## config.mk

```make
export PLATFORM = sky130hd
export DESIGN_NAME = uart_tx_buf
export DESIGN_NICKNAME = d
export VERILOG_FILES = /design/src/rtl/uart_tx_buf.sv
export SDC_FILE = /design/constraint.sdc
export NUM_CORES = 1
export LEC_CHECK = 0
export CAP_MARGIN = 15
export CORE_UTILIZATION = 30
export DETAILED_ROUTE_END_ITERATION = 12
export SYNTH_ARGS = -nofsm -noshare
export SYNTH_HDL_FRONTEND = slang
export SYNTH_SLANG_ARGS = --single-unit
```

## constraint.sdc

```tcl
create_clock -name uart_clk -period 3 [get_ports uart_clk]
set_input_delay 0.6 -clock uart_clk [delete_from_list [all_inputs] [get_ports uart_clk]]
set_output_delay 0.6 -clock uart_clk [all_outputs]
set_load 0.01 [all_outputs]
```

## src/rtl/uart_tx_buf.sv

```systemverilog
// Buffered 8N1 UART transmitter: a small circular FIFO of bytes feeding a
// start/data/stop shifter; one bit period is uart_divider+1 clocks.
module uart_tx_buf #(
    parameter int FIFO_AW = 2
) (
    input  logic               uart_clk,
    input  logic               uart_rst,
    input  logic [15:0]        uart_divider,
    input  logic [7:0]         uart_tx_data,
    input  logic               uart_tx_valid,
    output logic               uart_tx_ready,
    output logic               uart_ser_tx,
    output logic               uart_tx_busy,
    output logic [FIFO_AW:0]   uart_tx_level
);

    localparam int DEPTH = 1 << FIFO_AW;
    localparam logic [FIFO_AW:0] LVL_ONE  = {{FIFO_AW{1'b0}}, 1'b1};
    localparam logic [FIFO_AW:0] LVL_FULL = DEPTH[FIFO_AW:0];

    typedef enum logic [1:0] {
        ST_IDLE  = 2'd0,
        ST_START = 2'd1,
        ST_DATA  = 2'd2,
        ST_STOP  = 2'd3
    } state_t;

    logic [7:0]         mem_q [DEPTH];
    logic [FIFO_AW-1:0] wr_ptr_q, rd_ptr_q;
    logic [FIFO_AW:0]   level_q, level_d;

    state_t      state_q, state_d;
    logic [15:0] cnt_q, cnt_d;
    logic [15:0] div_q, div_d;
    logic [7:0]  shift_q, shift_d;
    logic [2:0]  idx_q, idx_d;
    logic        ser_q, ser_d;

    logic push, pop, fifo_nonempty, bit_end;

    assign uart_tx_ready = (level_q != LVL_FULL);
    assign uart_tx_level = level_q;
    assign uart_ser_tx   = ser_q;
    assign uart_tx_busy  = (state_q != ST_IDLE);

    assign push          = uart_tx_valid && uart_tx_ready;
    assign fifo_nonempty = (level_q != '0);
    assign bit_end       = (cnt_q == div_q);

    // Storage has no reset: pointers and level define what is valid.
    always_ff @(posedge uart_clk) begin
        if (push) begin
            mem_q[wr_ptr_q] <= uart_tx_data;
        end
    end

    always_ff @(posedge uart_clk or posedge uart_rst) begin
        if (uart_rst) begin
            wr_ptr_q <= '0;
            rd_ptr_q <= '0;
            level_q  <= '0;
            state_q  <= ST_IDLE;
            cnt_q    <= '0;
            div_q    <= '0;
            shift_q  <= '0;
            idx_q    <= '0;
            ser_q    <= 1'b1;
        end else begin
            if (push) wr_ptr_q <= wr_ptr_q + 1'b1;
            if (pop)  rd_ptr_q <= rd_ptr_q + 1'b1;
            level_q <= level_d;
            state_q <= state_d;
            cnt_q   <= cnt_d;
            div_q   <= div_d;
            shift_q <= shift_d;
            idx_q   <= idx_d;
            ser_q   <= ser_d;
        end
    end

    always_comb begin
        level_d = level_q;
        case ({push, pop})
            2'b10:   level_d = level_q + LVL_ONE;
            2'b01:   level_d = level_q - LVL_ONE;
            default: level_d = level_q;
        endcase
    end

    always_comb begin
        state_d = state_q;
        cnt_d   = cnt_q;
        div_d   = div_q;
        shift_d = shift_q;
        idx_d   = idx_q;
        ser_d   = ser_q;
        pop     = 1'b0;

        case (state_q)
            ST_IDLE: begin
                ser_d = 1'b1;
                if (fifo_nonempty) begin
                    pop     = 1'b1;
                    shift_d = mem_q[rd_ptr_q];
                    div_d   = uart_divider;
                    cnt_d   = '0;
                    ser_d   = 1'b0;
                    state_d = ST_START;
                end
            end
            ST_START: begin
                if (bit_end) begin
                    cnt_d   = '0;
                    ser_d   = shift_q[0];
                    shift_d = {1'b0, shift_q[7:1]};
                    idx_d   = '0;
                    state_d = ST_DATA;
                end else begin
                    cnt_d = cnt_q + 16'd1;
                end
            end
            ST_DATA: begin
                if (bit_end) begin
                    cnt_d = '0;
                    idx_d = idx_q + 3'd1;
                    if (idx_q == 3'd7) begin
                        ser_d   = 1'b1;
                        state_d = ST_STOP;
                    end else begin
                        ser_d   = shift_q[0];
                        shift_d = {1'b0, shift_q[7:1]};
                    end
                end else begin
                    cnt_d = cnt_q + 16'd1;
                end
            end
            ST_STOP: begin
                if (bit_end) begin
                    cnt_d = '0;
                    // Chain straight into the next frame so there is no idle gap.
                    if (fifo_nonempty) begin
                        pop     = 1'b1;
                        shift_d = mem_q[rd_ptr_q];
                        div_d   = uart_divider;
                        ser_d   = 1'b0;
                        state_d = ST_START;
                    end else begin
                        state_d = ST_IDLE;
                    end
                end else begin
                    cnt_d = cnt_q + 16'd1;
                end
            end
            default: begin
                state_d = ST_IDLE;
                ser_d   = 1'b1;
            end
        endcase
    end

endmodule

```

---- Word-level counts from Yosys, hierarchy flattened ----
Memories as Yosys holds them, arrays and structs flattened.
Cells that the tools add are included.
word-level totals
  register bits after elaboration ......... 53
  bits in writable memories ............... 32
  input port bits ......................... 27
  output and inout port bits .............. 6
  logic and storage cells ................. 79
  memories ................................ 1
memory list
  name   depth  width  read ports  clocked after Yosys merged registers in  write ports  RTL line  RTL
  mem_q  4      8      1           0                                        1            28        logic [7:0] mem_q [DEPTH];
operators by class
  add/sub/neg operators ................... 6
  equality and inequality tests ........... 15
  multiplexer cells ....................... 35
  reductions and logical operators ........ 13
operator list
  kind                                                             count
  16-bit two-way mux                                               4
  16-bit one-hot mux with 2 select lines                           2
  8-bit two-way mux                                                5
  8-bit one-hot mux with 4 select lines                            1
  16-bit by 1-bit adder with 16-bit output, second input constant  1
  16-bit == test                                                   1
  2-bit inequality test, second input constant                     7
  3-bit one-hot mux with 2 select lines                            2
  1-bit two-way mux                                                11
  2-bit two-way mux                                                5
  2-bit one-hot mux with 4 select lines                            1
  4-bit AND reduction                                              2
  2-bit nonzero test                                               4
  3-bit by 1-bit adder with 3-bit output, second input constant    2
  2-bit == test, second input constant                             3
  3-bit two-way mux                                                2
  5-bit AND reduction                                              1
  2-bit by 1-bit adder with 2-bit output, second input constant    2
  2-bit by 1-bit == test with 1-bit output, second input constant  2
  1-bit one-hot mux with 4 select lines                            1
  3-bit == test, second input constant                             1
  3-bit inequality test, second input constant                     1
  3-bit AND reduction                                              1
  3-bit nonzero test                                               1
  other kinds (6)                                                  6

---- Depth between registers and ports, before layout ----
Gate-level depths: netlist of run 1.
  depth after elaboration ................. 6
  depth in mapped cells ................... 11
  depth with buffers taken out ............ 11

---- Worst setup path after synthesis of run 1 ----
OpenSTA, ideal clock, no wires.
  path kind ............................... register to register
  start point ............................. register cnt_q[1]
  end point ............................... register level_q[2], in the netlist uart_tx_level[2]
  library setup time ...................... 0.079 ns
  arrival time ............................ 2.413 ns
  data required time ...................... 2.921 ns
  slack ................................... 0.507 ns
  stages on the path, launching flop included .. 11
  path buffers ............................ 0
  clock period less this slack ............ 2.493 ns
  path through ............................ dfrtp_1 xor2_1 nor4_2 a41oi_1 nor2_1 ha_1 inv_1 fa_1 xor2_1 nor2_1 xor2_1
between the ends
  word-level cells in the longest chain between the ends .. 5
  elaborated cells on any way between the ends .. 7
  those cells by class .................... 3 x eq/ne; 3 x mux; 1 x reduce/logical
RTL lines
  item                                                                                RTL line  RTL
  start: declaration                                                                  33        logic [15:0] cnt_q, cnt_d;
  start signal: assignment                                                            73        cnt_q <= cnt_d;
  16-bit == test *                                                                    48        assign bit_end = (cnt_q == div_q);
  1-bit two-way mux *                                                                 138       if (bit_end) begin
  1-bit one-hot mux with 2 select lines *                                             99        case (state_q)
  net pop                                                                             39        logic push, pop, fifo_nonempty, bit_end;
  2-bit by 1-bit == test with 1-bit output / 2-bit == test (equally long branches)    83        case ({push, pop})
  3-bit one-hot mux with 2 select lines / 2-bit nonzero test (equally long branches)  -
  end signal: assignment                                                              71        level_q <= level_d;
  end: declaration                                                                    30        logic [FIFO_AW:0] level_q, level_d;
The timed path passes the listed nets; every way through them passes the cells marked *.
A chain may end at the register's enable or synchronous reset.

---- Final worst setup path of run 1 ----
Ends and elaborated chain as after synthesis.

==> key figures, run 1 <==
GRT
  – Remaining global-route overflow: 0
  – Global-route wire length before repair: 13900 um
  – GRT busiest layer: met2
  – Total Routing Usage GR: 12.8%
  – Met1 Use GR: 17.2%
  – Largest net degree at the start of global routing: 29
  – Grt met2 use: 19.8%
  – Routing usage on met3: 1.68%
  – Antenna violations before repair: 0
  – Vias in the first global route: 2705

Detailed routing
  – Total Wirelength: 8330 um
  – DRT antenna net count: 0
  – WL per Instance: 15.3 um
  – Drt pass-1 iters: 5
  – Detail-routed via count per cell: 4.89
  – Post-route DRC: 0
  – Vias: 2656
  – First-iteration detailed-routing DRC count: 145

Power and ir drop
  – VDD IR-drop max: 390 uV
  – Leak: 2.10 nW
  – PwrDens: 1030 nW/um^2

Synthesis
  – Yosys warns: 0
  – Mapped Avg Cell Area: 12.7 um^2
  – Synth top area share: 31.5%
  – Synth unique cells: 50
  – Register area share after synthesis: 55.5%
  – Post-Syn Nets: 367
  – Synth area leader: dfrtp_1
  – Post-synth EDFFs: 32
  – Ys async rst share: 62.4%
  – Synth Cell Area: 4130 um^2
  – Top_reg_cell synth: dfrtp_1
  – Yosys reg bits: 85
  – Synth top area cells: dfrtp_1 (32%), edfxtp_1 (23%), mux4_2 (4.4%)
  – Syn Inst Count: 326

Layout
  – Number of diodes: 0
  – Synthesis-to-finish area growth: 21.5%
  – Layout net count: 403
  – Leading cell type in the layout, fill and taps excluded: dfrtp_1
  – Most frequent cells in the layout: dfrtp_1 (52), nand2_1 (38), clkdlybuf4s50_1 (32), edfxtp_1 (32), xor2_1 (20)
  – Design area: 5010 um^2
  – Share of cells above drive strength 1: 12.8%

STA
  – Setup tns final: 0 ps
  – Post-route clock period utilization: 84.6%
  – RSZ-0062 raised after global routing: false
  – Final Skew: 7.69 ps
  – Setup violations, final: 0
  – Final min period: 2540 ps
  – Max Slew Vio Count: 0
  – Worst slew pin tran: 949 ps
  – Fin. Hold Viols: 0
  – Worst slew margin: 36.7%
  – Max Fclk: 0.394 GHz

Clock tree
  – Worst-Skew Late Latency: 350 ps
  – CTS tree: built
  – Cts repair resizes: 0
  – Total CTS buffers: 9
  – # clock sinks: 85
  – Clk slew on worst S/H paths: 70 ps
  – Clk root buf: clkbuf_16
  – # H-tree levels: 3
  – Max Root-Sink Buffers: 2
  – Post-CTS setup buffers: 0
  – Hold Buf Count CTS: 0

Worst setup path
  – Crit path DAT: 2810 ps
  – Slowest CP cell: dfrtp_1
  – Worst r2r src: cnt_q[1]
  – RR Endpoint: uart_tx_level[2]
  – Crit path max-delay family: simple AND/OR/NAND/NOR gates
  – R2R Setup Slk: 460 ps
  – Critical path cell sequence: xor2_1 > nor4_2 > a41oi_1 > nor2_1 > ha_1 > inv_1 > fa_1 > xor2_1 > nor2_1 > xor2_1
  – Worst Reg-to-Reg Cells: 10
  – Worst setup SP type: flop
  – Required time of the critical path: 3280 ps
  – Critical path depth in cells: 10
  – Worst stage delay on the critical path: 430 ps
  – Setup crit end kind: flop
  – Worst setup path category: reg -> reg
  – Crit path to: uart_tx_level[2]
  – Buf+Inv Stages, Crit Path: 1
  – Crit Path Max Fanout: 5
  – Crit path top cell by count: xor2_1
  – Crit. Startpoint: cnt_q[1]

Worst hold path
  – Min-Delay Path Depth: 1
  – Hold Crit Class: reg -> reg

Floorplanning
  – Die height: 119 um
  – Die width: 119 um
  – Core area: 13300 um^2
  – Initial Utilization: 30.9%
  – Die Area: 14200 um^2
  – I/O pin count: 33
  – Row count: 42

Placed design
  – IO Port Bufs: 32
  – Placed Area: 4670 um^2
  – Hpwl dp: 5710 um
  – Final Wtd Congestion: 0.819

Outcome
  – Status: finished clean

Job
  – Max-cap violations: 0
[worst min-delay path by stage]
stage	start	to	slack, ps
floorplan	shift_q[1]	shift_q[1]	460
global placement	shift_q[2]	shift_q[2]	470
detailed placement	shift_q[3]	shift_q[3]	480
CTS	shift_q[6]	shift_q[6]	490
global route	shift_q[2]	shift_q[2]	520
finish	shift_q[6]	shift_q[6]	490
[power by group]
group / leakage [nW] / internal (mW) / total [mW] / switching (mW)
clock network: 0.163 / 0.817 / 1.29 / 0.472
registers: 0.950 / 1.59 / 1.88 / 0.293
logic: 0.991 / 0.990 / 2.00 / 1.01
[logic make-up after synthesis]
family	Yosys count	synth area share, %
buffers and inverters	33	3.24
flip-flops	85	55.5
AND/OR/NAND/NOR	92	11.5
adder cells (fa/ha/maj)	14	4.43
multiplexers	35	12.5
XOR/XNOR	23	4.88
AO/OA/AOI/OAI	44	7.97
[synth_stat cells, types with 5 or more instances]
cell and count:
dfrtp_1 52, inv_1 19, nand3_1 14, nor2_1 8, edfxtp_1 32, o311ai_1 5, o21ai_0 7, ha_1 13
clkbuf_1 10, mux4_2 8, xor2_1 20, mux2_1 13, mux2_4 10, and3_1 10, nand2_1 38
[layer usage]
layer	up-vias	share of wire [%]
met4	0	2.7
met2	61	46
li1	1263	-
met5	-	0
met3	14	3.4
met1	1318	48
[state kept, by name, indices dropped and copies added, names as in the netlist]
signal and count:
cnt_q 16, div_q 16, idx_q 3, mem_q 32, rd_ptr_q 2, shift_q 8
state_q 2, uart_ser_tx 1, uart_tx_level 3, wr_ptr_q 2
[area by class of cell]
class,instances,area (um^2)
clock buffers,9,225
well taps,176,220
flip-flops and latches,85,2290
inverters,19,71.3
fillers,1289,8330
repair buffers,39,385
clock inverters,7,120
multi-input cells,208,1700
[metrics by stage]
stage          power [mW]  setup WS (ps)  hold slack [ps]  cells  util [%]
6_report             5.17            462              489    543      37.6
5_1_grt              5.49            238              517    543      37.6
3_5_place_dp         3.90            444              475    527      35.0
2_1_floorplan        3.34            507              458    326         -
3_3_place_gp         3.84            493              467    527      35.0
4_1_cts              5.21            441              493    543      37.6
Power figures use the tool's default switching activity.
==> run 2, diff against run 1 <==
- clock period: 3 -> 2.4 ns (I/O delays scaled with it)
==> run 2 against run 1 <==
Effect of this change: core utilization increased by 1.4 points; critical path type unchanged; total power grew 26%; combinational power rose by 37%; clock power is 13% higher; sequential power grew 22%; design area rose by 3.7%.
==> key figures, run 2 (synthesized netlist as in run 1, its figures left out) <==
Clock tree
  – # clock sinks: 85 (unchanged)
  – Max Root-Sink Buffers: 2 (unchanged)
  – CTS tree: built (unchanged)
  – Total CTS buffers: 9 (unchanged)
  – Clk root buf: clkbuf_16 (unchanged)
  – # H-tree levels: 3 (unchanged)
  – Clk slew on worst S/H paths: 60 ps (was 70 ps)
  – Worst-Skew Late Latency: 340 ps (was 350 ps)
  – Hold Buf Count CTS: 0 (unchanged)

Power and ir drop
  – Reg power frac: 35.2% (was 36.4%)
  – P_sw: 2.19 mW (was 1.77 mW)
  – Share of total power in the clock network: 22.6% (was 25.0%)
  – Sw frac: 33.7% (was 34.3%)
  – VDD IR-drop max: 547 uV (was 390 uV)
  – Leak: 2.22 nW (was 2.10 nW)
  – Comb pwr share: 42.2% (was 38.7%)
  – PwrDens: 1250 nW/um^2 (was 1030 nW/um^2)
  – P_int: 4.30 mW (was 3.39 mW)

Detailed routing
  – Vias: 2719 (was 2656)
  – DRT antenna net count: 0 (unchanged)
  – Drt pass-1 iters: 4 (was 5)
  – Total Wirelength: 8040 um (was 8330 um)
  – Post-route DRC: 0 (unchanged)
  – Detail-routed via count per cell: 4.79 (was 4.89)
  – WL per Instance: 14.2 um (was 15.3 um)
  – First-iteration detailed-routing DRC count: 96 (was 145)

STA
  – Final min period: 2330 ps (was 2540 ps)
  – Post-route clock period utilization: 97.2% (was 84.6%)
  – Max Fclk: 0.429 GHz (was 0.394 GHz)
  – Final Skew: 5.49 ps (was 7.69 ps)
  – RSZ-0062 raised after global routing: true (was false)
  – Final setup margin: 67.9 ps (was 462 ps)
  – Setup tns final: 0 ps (unchanged)
  – Worst slew margin: 58.7% (was 36.7%)
  – Max Slew Vio Count: 0 (unchanged)
  – Worst slew pin tran: 620 ps (was 949 ps)
  – Fin. Hold Viols: 0 (unchanged)
  – Setup violations, final: 0 (unchanged)

Worst setup path
  – Crit Path Max Fanout: 2 (was 5)
  – Worst setup path category: reg -> reg (unchanged)
  – Crit path top cell by count: xor2_1 (unchanged)
  – RR Endpoint: uart_tx_level[2] (unchanged)
  – Setup crit end kind: flop (unchanged)
  – Critical path cell sequence: xor2_1 > nor4_2 > buf_4 > a41oi_2 > nor2_2 > ha_2 > inv_1 > fa_2 > xor2_1 > nor2_1 > xor2_1 (was xor2_1 > nor4_2 > a41oi_1 > nor2_1 > ha_1 > inv_1 > fa_1 > xor2_1 > nor2_1 > xor2_1)
  – Buf+Inv Stages, Crit Path: 2 (was 1)
  – Slowest CP cell: dfrtp_1 (unchanged)
  – Crit path max-delay family: simple AND/OR/NAND/NOR gates (unchanged)
  – Worst setup SP type: flop (unchanged)
  – Worst stage delay on the critical path: 380 ps (was 430 ps)
  – R2R Setup Slk: 70 ps (was 460 ps)
  – Worst Reg-to-Reg Cells: 11 (was 10)
  – Worst r2r src: div_q[7] (was cnt_q[1])
  – Required time of the critical path: 2660 ps (was 3280 ps)
  – Crit path DAT: 2600 ps (was 2810 ps)

Layout
  – Max FFs per register: 32 (unchanged)
  – Regs by FF count: mem_q (32), cnt_q (16), div_q (16) (unchanged)
  – Most frequent cells in the layout: dfrtp_1 (52), nand2_1 (38), clkdlybuf4s50_1 (32), edfxtp_1 (32), buf_4 (30) (was dfrtp_1 (52), nand2_1 (38), clkdlybuf4s50_1 (32), edfxtp_1 (32), xor2_1 (20))
  – Synthesis-to-finish area growth: 26.0% (was 21.5%)
  – Final Core Density: 38.9% (was 37.6%)
  – Leading cell type in the layout, fill and taps excluded: dfrtp_1 (unchanged)
  – Number of diodes: 0 (unchanged)
  – Top reg by flops: mem_q (unchanged)
  – Layout net count: 428 (was 403)
  – Share of cells above drive strength 1: 18.9% (was 12.8%)

GRT
  – Total Routing Usage GR: 12.6% (was 12.8%)
  – Remaining global-route overflow: 0 (unchanged)
  – Antenna violations before repair: 0 (unchanged)
  – Vias in the first global route: 2815 (was 2705)
  – Global-route wire length before repair: 13900 um (about the same)
  – Routing usage on met3: 2.25% (was 1.68%)
  – Met1 Use GR: 16.9% (was 17.2%)
  – Largest net degree at the start of global routing: 54 (was 29)
  – Grt met2 use: 19.3% (was 19.8%)
  – GRT busiest layer: met2 (unchanged)

Floorplanning
  – Core area: 13300 um^2 (unchanged)
  – Initial Utilization: 30.9% (unchanged)
  – Die width: 119 um (unchanged)
  – I/O pin count: 33 (unchanged)
  – Row count: 42 (unchanged)
  – Die Area: 14200 um^2 (unchanged)
  – Die height: 119 um (unchanged)

Placed design
  – Final Wtd Congestion: 0.742 (was 0.819)
  – IO Port Bufs: 32 (unchanged)
  – Place WS: -44.6 ps (was 444 ps)
  – Hpwl dp: 5490 um (was 5710 um)

Worst hold path
  – Min-Delay Path Depth: 1 (unchanged)
  – Hold Path Sink: shift_q[4] (was shift_q[6])
  – Hold Crit Class: reg -> reg (unchanged)
  – HP Start: shift_q[4] (was shift_q[6])

Outcome
  – Status: finished clean (unchanged)

Job
  – Max-cap violations: 0 (unchanged)
[run 2: metrics by stage]
stage	std cells	instance area (um^2)	hold slack, ps	total power [mW]
4_1_cts	566	5180	488	6.55
6_report	568	5200	486	6.49
3_5_place_dp	546	4840	475	5.03
3_3_place_gp	546	4840	468	4.96
5_1_grt	568	5200	514	6.94
2_1_floorplan	326	4140	458	4.20
[run 2: cell type report]
type                    instances  area [um^2]
inverters                      19         71.3
repair buffers                 64          586
clock buffers                   9          225
fillers                      1292         8150
multi-input cells             208         1720
clock inverters                 7         88.8
flip-flops and latches         85         2290
well taps                     176          220
[run 2: how the worst max path moves through the flow]
stage | start | endpoint | cells past startpoint
floorplan | cnt_q[7] | uart_tx_level[2] | 10
global placement | div_q[7] | uart_tx_level[2] | 10
detailed placement | div_q[15] | uart_tx_level[2] | 10
CTS | cnt_q[12] | uart_tx_level[2] | 11
global route | div_q[15] | uart_tx_level[2] | 11
finish | div_q[7] | uart_tx_level[2] | 11
[run 2: power by group through the flow]
stage | registers, mW | clock network, mW | logic, mW
2_1_floorplan | 2.24 | 0 | 1.96
3_3_place_gp | 2.31 | 0 | 2.65
3_5_place_dp | 2.33 | 0 | 2.70
4_1_cts | 2.30 | 1.50 | 2.74
5_1_grt | 2.35 | 1.55 | 3.03
6_report | 2.29 | 1.46 | 2.74
[run 2: layer usage]
layer / up-vias / routed length (um) / part of all wire, %
li1: 1321 / - / -
met5: - / 0 / 0
met3: 11 / 214 / 2.7
met2: 44 / 3680 / 46
met4: 0 / 162 / 2.0
met1: 1343 / 3980 / 50
[run 2: worst register-to-register path, cell delays in order (launching register included)]
cell,delay [ps]
dfrtp_1,380
xor2_1,170
nor4_2,260
buf_4,170
a41oi_2,130
nor2_2,150
ha_2,190
inv_1,50
fa_2,330
xor2_1,140
nor2_1,120
xor2_1,150
[run 2: what timing repair did]
action	CTS	global route
gates resized for setup	0	0
pin swaps	4	7
buffers inserted	4	2
endpoints found under the setup margin	1	1
